**config.mk**
```make
export PLATFORM = sky130hd
export DESIGN_NAME = cpuid_query_unit_flat
export DESIGN_NICKNAME = d
export VERILOG_FILES = /design/src/rtl/cpuid_query_unit_if.sv /design/src/rtl/cpuid_query_unit.sv /design/src/flat_wrapper.sv
export SDC_FILE = /design/constraint.sdc
export NUM_CORES = 1
export LEC_CHECK = 0
export ABC_CLOCK_PERIOD_IN_PS = 2400
export CORE_ASPECT_RATIO = 0.75
export CORE_MARGIN = 2
export CORE_UTILIZATION = 43
export DETAILED_ROUTE_END_ITERATION = 6
export PLACE_DENSITY = 0.78
export SYNTH_ARGS = -nofsm -noshare
export SYNTH_HDL_FRONTEND = slang
export SYNTH_SLANG_ARGS = --single-unit
```
**constraint.sdc**
```tcl
create_clock -name clk -period 2.4 [get_ports clk]
set_clock_uncertainty 0.2 [all_clocks]
set_input_delay 0.24 -clock clk [delete_from_list [all_inputs] [get_ports clk]]
set_output_delay 0.24 -clock clk [all_outputs]
set_load 0.01 [all_outputs]
```
**src/rtl/cpuid_query_unit_if.sv**
```systemverilog
// rtl/cpuid_query_unit_if.sv - request/response bundle for the CPUID query unit
// The master drives queries and consumes responses; the slave is the unit itself.
interface cpuid_query_unit_if;
   logic        req_valid;
   logic        req_ready;
   logic [31:0] req_leaf;
   logic [31:0] req_subleaf;
   logic [31:0] feat_disable;
   logic        rsp_valid;
   logic        rsp_ready;
   logic [63:0] rsp_data0;
   logic [63:0] rsp_data1;
   logic [63:0] rsp_data2;
   logic [63:0] rsp_data3;
   logic        rsp_unknown;
   logic [31:0] query_count;

   modport master (
      output req_valid, req_leaf, req_subleaf, feat_disable, rsp_ready,
      input  req_ready, rsp_valid, rsp_data0, rsp_data1, rsp_data2, rsp_data3,
             rsp_unknown, query_count
   );

   modport slave (
      input  req_valid, req_leaf, req_subleaf, feat_disable, rsp_ready,
      output req_ready, rsp_valid, rsp_data0, rsp_data1, rsp_data2, rsp_data3,
             rsp_unknown, query_count
   );
endinterface

```
**src/rtl/cpuid_query_unit.sv**
```systemverilog
// rtl/cpuid_query_unit.sv - sequential CPUID leaf/subleaf responder with programmable latency
// One query in flight; response words derive only from values captured at accept.
module cpuid_query_unit #(
   parameter int unsigned CORE_COUNT        = 1,
   parameter int unsigned THREADS_PER_CORE  = 1,
   parameter int unsigned VECTOR_BITS       = 128,
   parameter int unsigned ARCH_BITS         = 64,
   parameter logic [7:0]  FPU_TIER          = 8'h01,  // CARBON_AMD_FPU_TIER_P0_AM9511
   parameter int unsigned RESP_LATENCY      = 1,
   parameter int unsigned DISCOVERY_VERSION = 2
) (
   input  logic               clk,
   input  logic               rst,
   cpuid_query_unit_if.slave  bus
);
   localparam logic [31:0] LEAF_VENDOR    = 32'h0000_0000;
   localparam logic [31:0] LEAF_ID        = 32'h0000_0001;
   localparam logic [31:0] LEAF_TIERS     = 32'h0000_0002;
   localparam logic [31:0] LEAF_FEATURES0 = 32'h0000_0003;
   localparam logic [31:0] LEAF_TOPOLOGY  = 32'h0000_0004;
   localparam logic [31:0] LEAF_ERRATA0   = 32'h0000_0005;

   localparam logic [7:0]  TIER_LADDER_Z80     = 8'h01;
   localparam logic [7:0]  TIER_LADDER_AMD_FPU = 8'h02;
   localparam logic [7:0]  TIER_P7_Z480        = 8'h07;

   // FEATURES0 bits: CSR_NAMESPACE, FABRIC, CPUID, IOMMU_HOOKS, Z480_NATIVE_64
   localparam logic [31:0] FEATURES0_ALL = 32'h0000_001F;
   localparam logic [31:0] CHIP_FLAGS    = 32'h0000_001F;

   localparam logic [31:0] CORES32   = 32'(CORE_COUNT);
   localparam logic [31:0] THREADS32 = 32'(THREADS_PER_CORE);
   localparam logic [15:0] VEC16     = 16'(VECTOR_BITS);
   localparam logic [15:0] ARCH16    = 16'(ARCH_BITS);
   localparam logic [15:0] DISC16    = 16'(DISCOVERY_VERSION);
   localparam logic [2:0]  CNT_INIT  = 3'(RESP_LATENCY - 1);

   typedef enum logic [1:0] {IDLE, BUSY, RESP} state_t;

   state_t            state_q, state_d;
   logic [2:0]        cnt_q, cnt_d;
   logic [31:0]       leaf_q, leaf_d;
   logic [31:0]       sub_q, sub_d;
   logic [31:0]       fd_q, fd_d;
   logic              req_ready_q, req_ready_d;
   logic              rsp_valid_q, rsp_valid_d;
   logic [3:0][31:0]  words_q, words_d;
   logic              unknown_q, unknown_d;
   logic [31:0]       query_count_q, query_count_d;

   logic [3:0][31:0]  w;
   logic              unk;
   logic [31:0]       core_id;

   always_comb begin
      w       = '0;
      unk     = 1'b0;
      core_id = sub_q - 32'd1;
      case (leaf_q)
         LEAF_VENDOR: begin
            w[0] = {DISC16, LEAF_ERRATA0[15:0]};
            w[1] = 32'h4252_4143;
            w[2] = 32'h5A2D_4E4F;
            w[3] = 32'h2030_3834;
         end
         LEAF_ID: begin
            w[0] = 32'h0107_9000;
            w[1] = CHIP_FLAGS;
         end
         LEAF_TIERS: begin
            w[0] = {8'h00, TIER_P7_Z480, TIER_P7_Z480, TIER_LADDER_Z80};
            w[1] = {8'h00, FPU_TIER, FPU_TIER, TIER_LADDER_AMD_FPU};
         end
         LEAF_FEATURES0: w[0] = FEATURES0_ALL & ~fd_q;
         LEAF_TOPOLOGY: begin
            // Subleaves past the last core read as zero but the leaf itself exists.
            if (sub_q == 32'd0) begin
               w[0] = {THREADS32[15:0], CORES32[15:0]};
               w[1] = {ARCH16, VEC16};
               w[2] = CORES32;
            end else if (sub_q <= CORES32) begin
               w[0] = core_id;
               w[1] = core_id * THREADS32;
               w[2] = THREADS32;
            end
         end
         default: unk = 1'b1;
      endcase
   end

   always_comb begin
      state_d       = state_q;
      cnt_d         = cnt_q;
      leaf_d        = leaf_q;
      sub_d         = sub_q;
      fd_d          = fd_q;
      rsp_valid_d   = rsp_valid_q;
      words_d       = words_q;
      unknown_d     = unknown_q;
      query_count_d = query_count_q;
      case (state_q)
         IDLE: begin
            if (bus.req_valid && req_ready_q) begin
               leaf_d  = bus.req_leaf;
               sub_d   = bus.req_subleaf;
               fd_d    = bus.feat_disable;
               cnt_d   = CNT_INIT;
               state_d = BUSY;
            end
         end
         BUSY: begin
            if (cnt_q == 3'd0) begin
               words_d     = w;
               unknown_d   = unk;
               rsp_valid_d = 1'b1;
               state_d     = RESP;
            end else begin
               cnt_d = cnt_q - 3'd1;
            end
         end
         RESP: begin
            if (bus.rsp_ready) begin
               rsp_valid_d = 1'b0;
               if (query_count_q != 32'hFFFF_FFFF) begin
                  query_count_d = query_count_q + 32'd1;
               end
               state_d = IDLE;
            end
         end
         default: state_d = IDLE;
      endcase
      req_ready_d = (state_d == IDLE);
   end

   always_ff @(posedge clk) begin
      if (rst) begin
         state_q       <= IDLE;
         cnt_q         <= '0;
         leaf_q        <= '0;
         sub_q         <= '0;
         fd_q          <= '0;
         req_ready_q   <= 1'b0;
         rsp_valid_q   <= 1'b0;
         words_q       <= '0;
         unknown_q     <= 1'b0;
         query_count_q <= '0;
      end else begin
         state_q       <= state_d;
         cnt_q         <= cnt_d;
         leaf_q        <= leaf_d;
         sub_q         <= sub_d;
         fd_q          <= fd_d;
         req_ready_q   <= req_ready_d;
         rsp_valid_q   <= rsp_valid_d;
         words_q       <= words_d;
         unknown_q     <= unknown_d;
         query_count_q <= query_count_d;
      end
   end

   assign bus.req_ready   = req_ready_q;
   assign bus.rsp_valid   = rsp_valid_q;
   assign bus.rsp_data0   = {32'h0, words_q[0]};
   assign bus.rsp_data1   = {32'h0, words_q[1]};
   assign bus.rsp_data2   = {32'h0, words_q[2]};
   assign bus.rsp_data3   = {32'h0, words_q[3]};
   assign bus.rsp_unknown = unknown_q;
   assign bus.query_count = query_count_q;
endmodule

```
**src/flat_wrapper.sv**
```systemverilog
// flat-port wrapper written by rule: the top's interface ports become plain ports
module cpuid_query_unit_flat 
#(
   parameter int unsigned CORE_COUNT        = 1,
   parameter int unsigned THREADS_PER_CORE  = 1,
   parameter int unsigned VECTOR_BITS       = 128,
   parameter int unsigned ARCH_BITS         = 64,
   parameter logic [7:0]  FPU_TIER          = 8'h01,                                  
   parameter int unsigned RESP_LATENCY      = 1,
   parameter int unsigned DISCOVERY_VERSION = 2
)
  (clk, rst, bus_req_valid, bus_req_leaf, bus_req_subleaf, bus_feat_disable, bus_rsp_ready, bus_req_ready, bus_rsp_valid, bus_rsp_data0, bus_rsp_data1, bus_rsp_data2, bus_rsp_data3, bus_rsp_unknown, bus_query_count);
  cpuid_query_unit_if bus_i ();
  input  logic clk;
  input  logic rst;
  input wire logic [$bits(bus_i.req_valid)-1:0] bus_req_valid;
  input wire logic [$bits(bus_i.req_leaf)-1:0] bus_req_leaf;
  input wire logic [$bits(bus_i.req_subleaf)-1:0] bus_req_subleaf;
  input wire logic [$bits(bus_i.feat_disable)-1:0] bus_feat_disable;
  input wire logic [$bits(bus_i.rsp_ready)-1:0] bus_rsp_ready;
  output wire logic [$bits(bus_i.req_ready)-1:0] bus_req_ready;
  output wire logic [$bits(bus_i.rsp_valid)-1:0] bus_rsp_valid;
  output wire logic [$bits(bus_i.rsp_data0)-1:0] bus_rsp_data0;
  output wire logic [$bits(bus_i.rsp_data1)-1:0] bus_rsp_data1;
  output wire logic [$bits(bus_i.rsp_data2)-1:0] bus_rsp_data2;
  output wire logic [$bits(bus_i.rsp_data3)-1:0] bus_rsp_data3;
  output wire logic [$bits(bus_i.rsp_unknown)-1:0] bus_rsp_unknown;
  output wire logic [$bits(bus_i.query_count)-1:0] bus_query_count;
  assign bus_i.req_valid = bus_req_valid;
  assign bus_i.req_leaf = bus_req_leaf;
  assign bus_i.req_subleaf = bus_req_subleaf;
  assign bus_i.feat_disable = bus_feat_disable;
  assign bus_i.rsp_ready = bus_rsp_ready;
  assign bus_req_ready = bus_i.req_ready;
  assign bus_rsp_valid = bus_i.rsp_valid;
  assign bus_rsp_data0 = bus_i.rsp_data0;
  assign bus_rsp_data1 = bus_i.rsp_data1;
  assign bus_rsp_data2 = bus_i.rsp_data2;
  assign bus_rsp_data3 = bus_i.rsp_data3;
  assign bus_rsp_unknown = bus_i.rsp_unknown;
  assign bus_query_count = bus_i.query_count;
  cpuid_query_unit #(.CORE_COUNT(CORE_COUNT), .THREADS_PER_CORE(THREADS_PER_CORE), .VECTOR_BITS(VECTOR_BITS), .ARCH_BITS(ARCH_BITS), .FPU_TIER(FPU_TIER), .RESP_LATENCY(RESP_LATENCY), .DISCOVERY_VERSION(DISCOVERY_VERSION)) u_core (.clk(clk), .rst(rst), .bus(bus_i));
endmodule
```
==> metrics <==
final hold vios 0; synth warn 0; first-pass GRT wire length 33600 µm; Setup crit start kind flip-flop; largest net degree at the start of global routing 64; Area Growth Syn to Fin 26.7%; Starting Density 0.437; CTS Buf Count 17; Detail Route Antenna Nets 0; gr ovfl total 0; Fillers 1843; Max VDD drop 0.425 mV; sequential area share after synthesis 0.397; I/O pin count 391; register area 3500 µm²; largest stage delay on the critical path 0.41 ns; relative slew slack 0.561; # port buffers 197; outcome completed; DRC 0; Synth Area per Inst 8.18 µm²; Finished Cell Area 11200 µm²; Clock Path Buffers 2; Post-Syn Instances 1078; setup violators final 0; Overall Power 6.67 mW; Max Clk Rate 0.435 GHz; DIE AREA 21700 µm²; crit share post-route 0.957; register bit total from synthesis 175; Initial DRC Count 535; CP cell instances nor4_2, nand4_4, nor4_4, buf_6, nand3_4, a311oi_1; main flop type after synthesis dfxtp_1; Worst Setup Path Type flip-flop to flip-flop; Hold Crit Class primary input to flip-flop; Leak 4.17 nW; clock latency at the later pin of the worst-skew pair 0.43 ns; fraction of registers with async set/reset 0; Die Wd 169 µm; CP endpoint kind flip-flop; # clock sinks 175; routed len/inst 14.5 µm; Root Driver clkbuf_16; via count 7448; area of the multi-input gates 4340 µm²; total wire length 22300 µm; GR Util All Layers 0.195; Reg clk slew, reported paths 0.07 ns; routed vias/inst 4.85; Final min period 2.30 ns; drt first pass iters 4; core area 20200 µm²; maxcap violations 0; initial antenna violation count 1; Slew Limit Fails 0; worst slew pin tran 0.658 ns; nets@finish 1369; Final GP Congestion 0.887; Worst Path Required 2.53 ns; Arrival @ worst endpoint 2.43 ns; unique cell type count in the Yosys netlist 59; Die H 128 µm; Power Dens Cells 597 nW/µm²; htree depth 4; vias in the first global route 6431; CP max FO 10; CTS tree done; Cell Area, Synth 8820 µm²; Slowest-stage cell, CP nor4_2; cell row count 45; Post-DP HPWL 16600 µm; layout cells sized above 1 0.0987; DP Area 10500 µm²; Post-synth EDFFs 0
-- routing by layer --
metal	GRT usage	share of wire
met1	0.273	0.47
met2	0.309	0.47
met3	0.0448	0.055
met4	0.0432	0.0068
met5	0	0
-- sequential cells by signal (all words and copies together), names as in the netlist --
register and cells:
u_core.bus.rsp_valid 1, u_core.bus.rsp_data1 32, u_core.bus.rsp_data2 2, u_core.sub_q 32, u_core.bus.query_count 32, u_core.state_q 2
u_core.fd_q 5, u_core.leaf_q 32, u_core.bus.rsp_data0 32, u_core.bus.req_ready 1, u_core.bus.rsp_unknown 1, u_core.cnt_q 3
-- final timing paths --
| kind | startpoint | to | slack, ns | cells after the start |
|---|---|---|---|---|
| setup / recovery | u_core.sub_q[10]$_SDFFE_PP0P_ | u_core.bus.rsp_data0[10]$_SDFFE_PP0P_ | 0.10 | 6 |
| hold / removal | rst | u_core.bus.query_count[22]$_SDFFE_PP0P_ | 0.008 | 2 |
| hold reg to reg | u_core.bus.rsp_data1[27]$_SDFFE_PP0P_ | u_core.bus.rsp_data1[27]$_SDFFE_PP0P_ | 0.25 | 2 |
| setup reg to reg | u_core.sub_q[10]$_SDFFE_PP0P_ | u_core.bus.rsp_data0[10]$_SDFFE_PP0P_ | 0.10 | 6 |
-- metrics by stage --
stage               worst slack [ns]  setup TNS, ns  hold slack [ns]  instances  utilization
floorplan                      0.157              0            0.176       1243            -
global placement             0.00439              0            0.239       1501        0.520
detailed placement         -0.000308      -0.000308            0.246       1501        0.520
CTS                           0.0205              0          0.00874       1533        0.548
global route                 -0.0147        -0.0147           0.0228       1534        0.554
finish                         0.102              0          0.00785       1535        0.554
-- logic make-up (layout without fill, tap and decap cells) --
kind of cell               after synthesis  count (layout)  share of synthesized area
other                                    1             167                   0.000425
muxes                                    5               5                    0.00639
AOI/OAI and AO/OA                      212             212                      0.142
buffers and inverters                  256             289                      0.194
DFF                                    175             175                      0.397
and+or+nand+nor                        403             403                      0.231
xor gates and xnor gates                19              19                     0.0189
adders and majority gates                7               7                    0.00965
-- critical path: cells and delay by family, from the launching register on --
family                 cells  cell delay, ns
DFF                        1            0.33
AOI/OAI and AO/OA          1            0.29
and+or+nand+nor            4            1.18
buffers and inverters      1            0.20
-- cells in the mapped netlist (all sizes together), types with 6 or more instances --
cell type	n	area [µm²]
nand3b	6	45.0
nor4	27	313
ha	6	75.1
and3	8	50.1
nand3	24	133
or4	8	60.1
buf	208	1530
xnor2	10	87.6
o21ai	11	55.1
nand2	209	787
nor3	13	65.1
nor2	51	191
nor2b	10	62.6
or3	6	37.5
a211oi	18	135
dfxtp	175	3500
clkbuf	37	139
a21oi	143	716
o211ai	6	50.1
nand4	20	138
xor2	9	78.8
inv	10	37.5
-- power breakdown --
group          switching (mW)  internal [mW]
clock                    1.18           1.50
combinational           0.575          0.370
sequential             0.0670           2.98
-- layout by cell type, fill, tap and decap left out, drive strengths merged, types with 3 or more instances in the layout --
cell type | netlist | routed
and3 | 8 | 8
xor2 | 9 | 9
nor2b | 10 | 10
a311oi | 5 | 5
or3 | 6 | 6
a32oi | 3 | 3
nand3b | 6 | 6
clkinvlp | 0 | 4
clkdlybuf4s50 | 0 | 196
ha | 6 | 6
xnor2 | 10 | 10
a21oi | 143 | 143
nor4 | 27 | 27
or4 | 8 | 8
o2111ai | 5 | 5
inv | 10 | 13
nand3 | 24 | 24
clkbuf | 37 | 21
o21ai | 11 | 11
nand4 | 20 | 20
o31ai | 3 | 3
and4 | 3 | 3
dfxtp | 175 | 175
nand2 | 209 | 209
conb | 1 | 166
mux2 | 5 | 5
a21o | 3 | 3
and2 | 4 | 4
o211ai | 6 | 6
nor2 | 51 | 51
a22oi | 3 | 3
clkinv | 0 | 3
a211oi | 18 | 18
buf | 208 | 51
a31oi | 5 | 5
nor3 | 13 | 13
nand2b | 5 | 5
-- area by class of cell --
type	count	area share
Sequential cell	175	0.314
Multi-Input combinational cell	812	0.388
Tap cell	258	0.0289
Antenna cell	1	0.000224
Timing Repair Buffer	247	0.214
Clock buffer	21	0.0412
Inverter	10	0.00336
Clock inverter	11	0.00964
-- timing repair --
item / 4_1_cts / 5_1_grt
hold endpoints to repair: 0 / 0
buffers inserted: 0 / 1
hold buffers: 0 / 0
pin swaps: 0 / 2
gates resized for setup: 1 / 15
setup endpoints to repair: 2 / 53
Power figures use the tool's default switching activity.
